--- src/rtl/puf_crp_engine_if.sv ---
// PUF link: challenge/fire from the acquisition engine, settled response bit back.
interface puf_crp_engine_if;
  logic [63:0] puf_challenge;
  logic        puf_fire;
  logic        puf_resp;

  modport master (output puf_challenge, output puf_fire, input puf_resp);
  modport slave  (input puf_challenge, input puf_fire, output puf_resp);
endinterface

--- src/rtl/puf_crp_engine.sv ---
// Challenge-response acquisition: LFSR challenges, fire/settle/sample per vote,
// majority-voted bits shifted into a response word.
module puf_crp_engine #(
  parameter int RESP_W     = 64,
  parameter int SETTLE_CYC = 16,
  parameter int VOTES      = 5
) (
  input  logic               clk,
  input  logic               rst_n,
  input  logic               start,
  input  logic               abort,
  input  logic [63:0]        seed,
  puf_crp_engine_if.master   puf,
  output logic               busy,
  output logic               done,
  output logic [63:0]        response,
  output logic [6:0]         bit_count
);

  typedef enum logic [2:0] {
    S_IDLE, S_LOAD, S_FIRE, S_SETTLE, S_SAMPLE, S_NEXT, S_DONE
  } state_t;

  localparam int          SW          = (SETTLE_CYC > 0) ? $clog2(SETTLE_CYC + 1) : 1;
  localparam logic [SW-1:0] SETTLE_LAST = SW'((SETTLE_CYC > 0) ? SETTLE_CYC - 1 : 0);
  localparam logic [3:0]  VOTES_L     = 4'(VOTES);
  localparam logic [3:0]  HALF_L      = 4'(VOTES / 2);
  localparam logic [6:0]  RESP_W_L    = 7'(RESP_W);

  state_t          state;
  logic [63:0]     lfsr;
  logic [3:0]      vote_cnt;
  logic [3:0]      ones;
  logic [SW-1:0]   settle_cnt;
  logic            fire_q;
  logic            fb;
  logic            vote_bit;

  assign fb       = lfsr[63] ^ lfsr[62] ^ lfsr[60] ^ lfsr[59];
  assign vote_bit = (ones > HALF_L);

  assign puf.puf_challenge = lfsr;
  assign puf.puf_fire      = fire_q;

  // Outputs are registered: each transition sets the value the target state shows.
  always_ff @(posedge clk or negedge rst_n) begin
    if (!rst_n) begin
      state      <= S_IDLE;
      lfsr       <= '0;
      vote_cnt   <= '0;
      ones       <= '0;
      settle_cnt <= '0;
      fire_q     <= 1'b0;
      busy       <= 1'b0;
      done       <= 1'b0;
      response   <= '0;
      bit_count  <= '0;
    end else begin
      fire_q <= 1'b0;
      done   <= 1'b0;
      if (abort && state != S_IDLE) begin
        state <= S_IDLE;
        busy  <= 1'b0;
      end else begin
        case (state)
          S_IDLE: begin
            if (start) begin
              state <= S_LOAD;
              busy  <= 1'b1;
            end
          end
          S_LOAD: begin
            lfsr      <= (seed == '0) ? 64'h1 : seed;
            response  <= '0;
            bit_count <= '0;
            vote_cnt  <= '0;
            ones      <= '0;
            state     <= S_FIRE;
            fire_q    <= 1'b1;
          end
          S_FIRE: begin
            settle_cnt <= '0;
            if (SETTLE_CYC > 0) state <= S_SETTLE;
            else                state <= S_SAMPLE;
          end
          S_SETTLE: begin
            if (settle_cnt == SETTLE_LAST) state <= S_SAMPLE;
            else                           settle_cnt <= settle_cnt + 1'b1;
          end
          S_SAMPLE: begin
            ones     <= ones + {3'b000, puf.puf_resp};
            vote_cnt <= vote_cnt + 4'd1;
            if (vote_cnt + 4'd1 < VOTES_L) begin
              state  <= S_FIRE;
              fire_q <= 1'b1;
            end else begin
              state <= S_NEXT;
            end
          end
          S_NEXT: begin
            response  <= {response[62:0], vote_bit};
            bit_count <= bit_count + 7'd1;
            lfsr      <= {lfsr[62:0], fb};
            vote_cnt  <= '0;
            ones      <= '0;
            if (bit_count + 7'd1 == RESP_W_L) begin
              state <= S_DONE;
              done  <= 1'b1;
            end else begin
              state  <= S_FIRE;
              fire_q <= 1'b1;
            end
          end
          S_DONE: begin
            state <= S_IDLE;
            busy  <= 1'b0;
          end
          default: begin
            state <= S_IDLE;
            busy  <= 1'b0;
          end
        endcase
      end
    end
  end

endmodule

--- src/flat_wrapper.sv ---
// flat-port wrapper written by rule: the top's interface ports become plain ports
module puf_crp_engine_flat 
#(
  parameter int RESP_W     = 64,
  parameter int SETTLE_CYC = 16,
  parameter int VOTES      = 5
)
  (clk, rst_n, start, abort, seed, busy, done, response, bit_count, puf_puf_challenge, puf_puf_fire, puf_puf_resp);
  puf_crp_engine_if puf_i ();
  input  logic clk;
  input  logic rst_n;
  input  logic start;
  input  logic abort;
  input  logic [63:0] seed;
  output logic busy;
  output logic done;
  output logic [63:0] response;
  output logic [6:0] bit_count;
  output wire logic [$bits(puf_i.puf_challenge)-1:0] puf_puf_challenge;
  output wire logic [$bits(puf_i.puf_fire)-1:0] puf_puf_fire;
  input wire logic [$bits(puf_i.puf_resp)-1:0] puf_puf_resp;
  assign puf_puf_challenge = puf_i.puf_challenge;
  assign puf_puf_fire = puf_i.puf_fire;
  assign puf_i.puf_resp = puf_puf_resp;
  puf_crp_engine #(.RESP_W(RESP_W), .SETTLE_CYC(SETTLE_CYC), .VOTES(VOTES)) u_core (.clk(clk), .rst_n(rst_n), .start(start), .abort(abort), .seed(seed), .puf(puf_i), .busy(busy), .done(done), .response(response), .bit_count(bit_count));
endmodule
--- config.mk ---
export PLATFORM = sky130hd
export DESIGN_NAME = puf_crp_engine_flat
export DESIGN_NICKNAME = d
export VERILOG_FILES = /design/src/rtl/puf_crp_engine_if.sv /design/src/rtl/puf_crp_engine.sv /design/src/flat_wrapper.sv
export SDC_FILE = /design/constraint.sdc
export NUM_CORES = 1
export LEC_CHECK = 0
export BUFFER_PORTS_ARGS = -buffer_cell sky130_fd_sc_hd__buf_2
export CORE_ASPECT_RATIO = 1.1
export CORE_MARGIN = 3
export CORE_UTILIZATION = 47
export CTS_CLUSTER_DIAMETER = 50
export DETAILED_ROUTE_END_ITERATION = 7
export PLACE_DENSITY = 0.76
export SLEW_MARGIN = 40
export SYNTH_ARGS = -nofsm -noshare
export SYNTH_HDL_FRONTEND = slang
export SYNTH_SLANG_ARGS = --single-unit
--- constraint.sdc ---
create_clock -name clk -period 1.65 [get_ports clk]
set_input_delay 0.0825 -clock clk [delete_from_list [all_inputs] [get_ports clk]]
set_output_delay 0.0825 -clock clk [all_outputs]
set_load 0.01 [all_outputs]
==> run_results.csv <==
group,metric,value,unit
status,outcome,"complete, no violations",
synth,netlist_top_cells_area,"dfrtp_1 (55%), nand2_1 (10%), mux2i_1 (6.5%), nand3_1 (4.8%), o21ai_0 (4.3%)",
sta,fin_ws,14.0,ps
drt,viasPerCell,5.58,
synth,synth_edf_count,0,
sta,final.period_utilization,0.992,
drt,dr.pass1.iters,6,
synth,yosys_warnings,0,
floorplanning,core_area,14600,µm²
cts,clk_pin_slew_worst_paths,70,ps
final_layout,final_area,9710,µm²
placed_design,globalplace.congestion,0.838,
power,power_frac_clock,0.313,
sta,hold_slack,24.4,ps
drt,postRouteAntennaNets,0,
critical_path,cp-start-kind,"input port",
critical_path,cp_data_required_time,2000,ps
synth,syn_nets,825,
cts,cts_tree,"done",
floorplanning,dieArea,16600,µm²
global_routing,antenna_found_initial,0,
power,pwr-share-comb,0.278,
placed_design,port_buffers,206,
global_routing,grt_first_pass_wirelength,34.3,mm
min_path,hp-class,"input port to register",
drt,drc_errors,0,
sta,fmax,0.611,GHz
synth,synthCells,749,
cts,insertion_delay,420,ps
floorplanning,die_w,123,µm
global_routing,grt_max_degree,64,
critical_path,crit_path_frequent_cell,"nor4_1",
drt,wirelength,21.6,mm
global_routing,grtUsageTotal,0.260,
synth,netlist_area,7070,µm²
cts,cts_buffers,17,
drt,wl_per_cell,17.8,µm
floorplanning,rows,46,
sta,skew,10.6,ps
placed_design,pre_cts_ws,2.12,ps
critical_path,path_class,"input port to register",
min_path,hold_depth,3,
power,p_leak,4.89,nW
cts,cts.sinks,154,
sta,hold_violations,0,
power,p_sw,0.00481,W
critical_path,slowest_stage,"dlygate4sd3_1",
synth,synth_ff_type,"dfrtp_1",
sta,maxSlewHeadroom,0.735,
cts,cts_max_level,4,
critical_path,r2r_cells,6,
final_layout,antenna_cells,0,
critical_path,cp_data_arrival_time,1980,ps
synth,yosysUniqueCellTypes,48,
sta,fin_crit,1640,ps
power,powerDensity,1390,nW/µm²
global_routing,grt_pass1_vias,6679,
placed_design,place_area,8420,µm²
power,ir_drop,1.11,mV
sta,setup_viol,0,
critical_path,path_max_fanout,2,
synth,ys_ff_latch,154,
final_layout,syn_to_final_growth,37.3,%
power,p_int,0.00873,W
synth,yosys.area.top_type,"dfrtp_1",
sta,slew_viol_final,0,
cts,clockBufferDepth,2,
critical_path,endpoint_kind,"register",
drt,vias,6789,
drt,drt-initial-drc-count,594,
placed_design,hpwl,13.3,mm
sta,worst_slew_pin_slew,393,ps
floorplanning,die_h,135,µm
final_layout,layout_common_cells,"buf_2 (205), nand2_1 (197), dfrtp_1 (153)",
synth,synthArstFlopShare,1.00,
synth,synth.avg_cell_area,9.44,µm²
critical_path,cp_cell_sequence,"dlygate4sd3_1, buf_2, nor4_1, nand4_1, nor4_1, o22ai_1, o21ai_1",
synth,synth_top_area_frac,0.545,
synth,yosysSeqAreaShare,0.545,
run,cap_violations,0,
global_routing,grt-ovfl-total,0,
final_layout,drive_gt1_frac,0.280,
floorplanning,num_io_pins,207,
final_layout,mostFrequentLayoutCell,"buf_2",
power,switching_share,0.355,
power,seq_power_share,0.409,
critical_path,max_stage_delay,530,ps
final_layout,finalNetCount,1087,
floorplanning,start_util,0.486,
cts,cts-root-buf,"clkbuf_16",
==> worst paths after layout <==
check | start | slack, ps | end
hold reg to reg | u_core.response[63]$_DFFE_PN0P_ | 460 | u_core.response[63]$_DFFE_PN0P_
setup reg to reg | u_core.bit_count[0]$_DFFE_PN0P_ | 70 | u_core.puf.puf_fire$_DFF_PN0_
hold / removal | seed[33] | 20 | u_core.puf.puf_challenge[33]$_DFFE_PN0P_
min in group asynchronous | rst_n | 50 | u_core.response[10]$_DFFE_PN0P_
max in group asynchronous | rst_n | 1030 | u_core.puf.puf_challenge[19]$_DFFE_PN0P_
setup / recovery | seed[25] | 10 | u_core.puf.puf_challenge[0]$_DFFE_PN0P_
==> what timing repair did <==
| item | CTS | global route |
|---|---|---|
| setup endpoints to repair | 1 | 6 |
| setup buffers | 0 | 0 |
| hold endpoints to repair | 215 | 0 |
| hold buffers | 61 | 0 |
| resized for setup | 1 | 7 |
| pin swaps | 0 | 1 |
==> metal layers <==
| layer | part of all wire | global-route usage | vias to the layer above |
|---|---|---|---|
| met1 | 0.39 | 0.329 | 3228 |
| met3 | 0.088 | 0.0670 | 73 |
| met4 | 0.037 | 0.115 | 0 |
| met2 | 0.49 | 0.421 | 355 |
| met5 | 0 | 0 | - |
| li1 | - | - | 3133 |
==> critical path, delay by kind of cell <==
kind	cells	cell delay [ps]
AND/OR/NAND/NOR	3	970
AO/OA/AOI/OAI	2	280
buffers and inverters	2	660
==> sequential cells by signal, indices dropped and copies added, names as in the netlist <==
register,count
u_core.vote_cnt,4
u_core.puf.puf_fire,1
u_core.done,1
u_core.bit_count,7
u_core.puf.puf_challenge,64
u_core.settle_cnt,5
u_core.response,64
u_core.ones,4
u_core.state,3
u_core.busy,1
==> synth_stat cells, types with 3 or more instances <==
cell type	n
clkbuf_1	16
inv_1	3
o21ai_1	4
nor3_1	6
nand3_1	68
and3_1	4
a21oi_1	11
dfrtp_1	154
o21ai_0	61
buf_1	6
a221oi_1	20
a211oi_1	3
nor4_1	17
nand2_1	197
nand4_1	8
buf_6	7
nand2b_1	4
ha_1	7
buf_2	23
nor2_1	49
a22o_1	3
mux2i_1	46
==> cell families after synthesis <==
group	Yosys count	synth area share
adders and majority gates	7	0.0124
xor gates and xnor gates	4	0.00496
and+or+nand+nor	364	0.224
buffers and inverters	56	0.0418
AOI/OAI and AO/OA	117	0.106
DFF	154	0.545
muxes	47	0.0667
==> through the flow <==
step,power (W),TNS (ps),std cells,utilization
floorplan,0.00733,0,749,-
global placement,0.00893,0,1123,0.578
detailed placement,0.00902,0,1123,0.578
CTS,0.0134,0,1216,0.664
global route,0.0142,-2.71,1216,0.667
finish,0.0135,0,1216,0.667
==> power by group through the flow <==
stage          Combinational, W  Clock, W  Sequential, W
3_5_place_dp            0.00352         0        0.00550
4_1_cts                 0.00365   0.00429        0.00546
5_1_grt                 0.00413   0.00444        0.00564
2_1_floorplan           0.00161         0        0.00571
6_report                0.00377   0.00424        0.00554
3_3_place_gp            0.00345         0        0.00547
==> area by class of cell <==
class	instances	area, µm²
sequential	154	3860
timing repair buffer	296	1990
tap	192	240
clock buffer	17	425
clock inverter	15	210
multi-input combinational	539	2970
fill	1117	4850
inverter	3	11.3
Power figures use the tool's default switching activity.
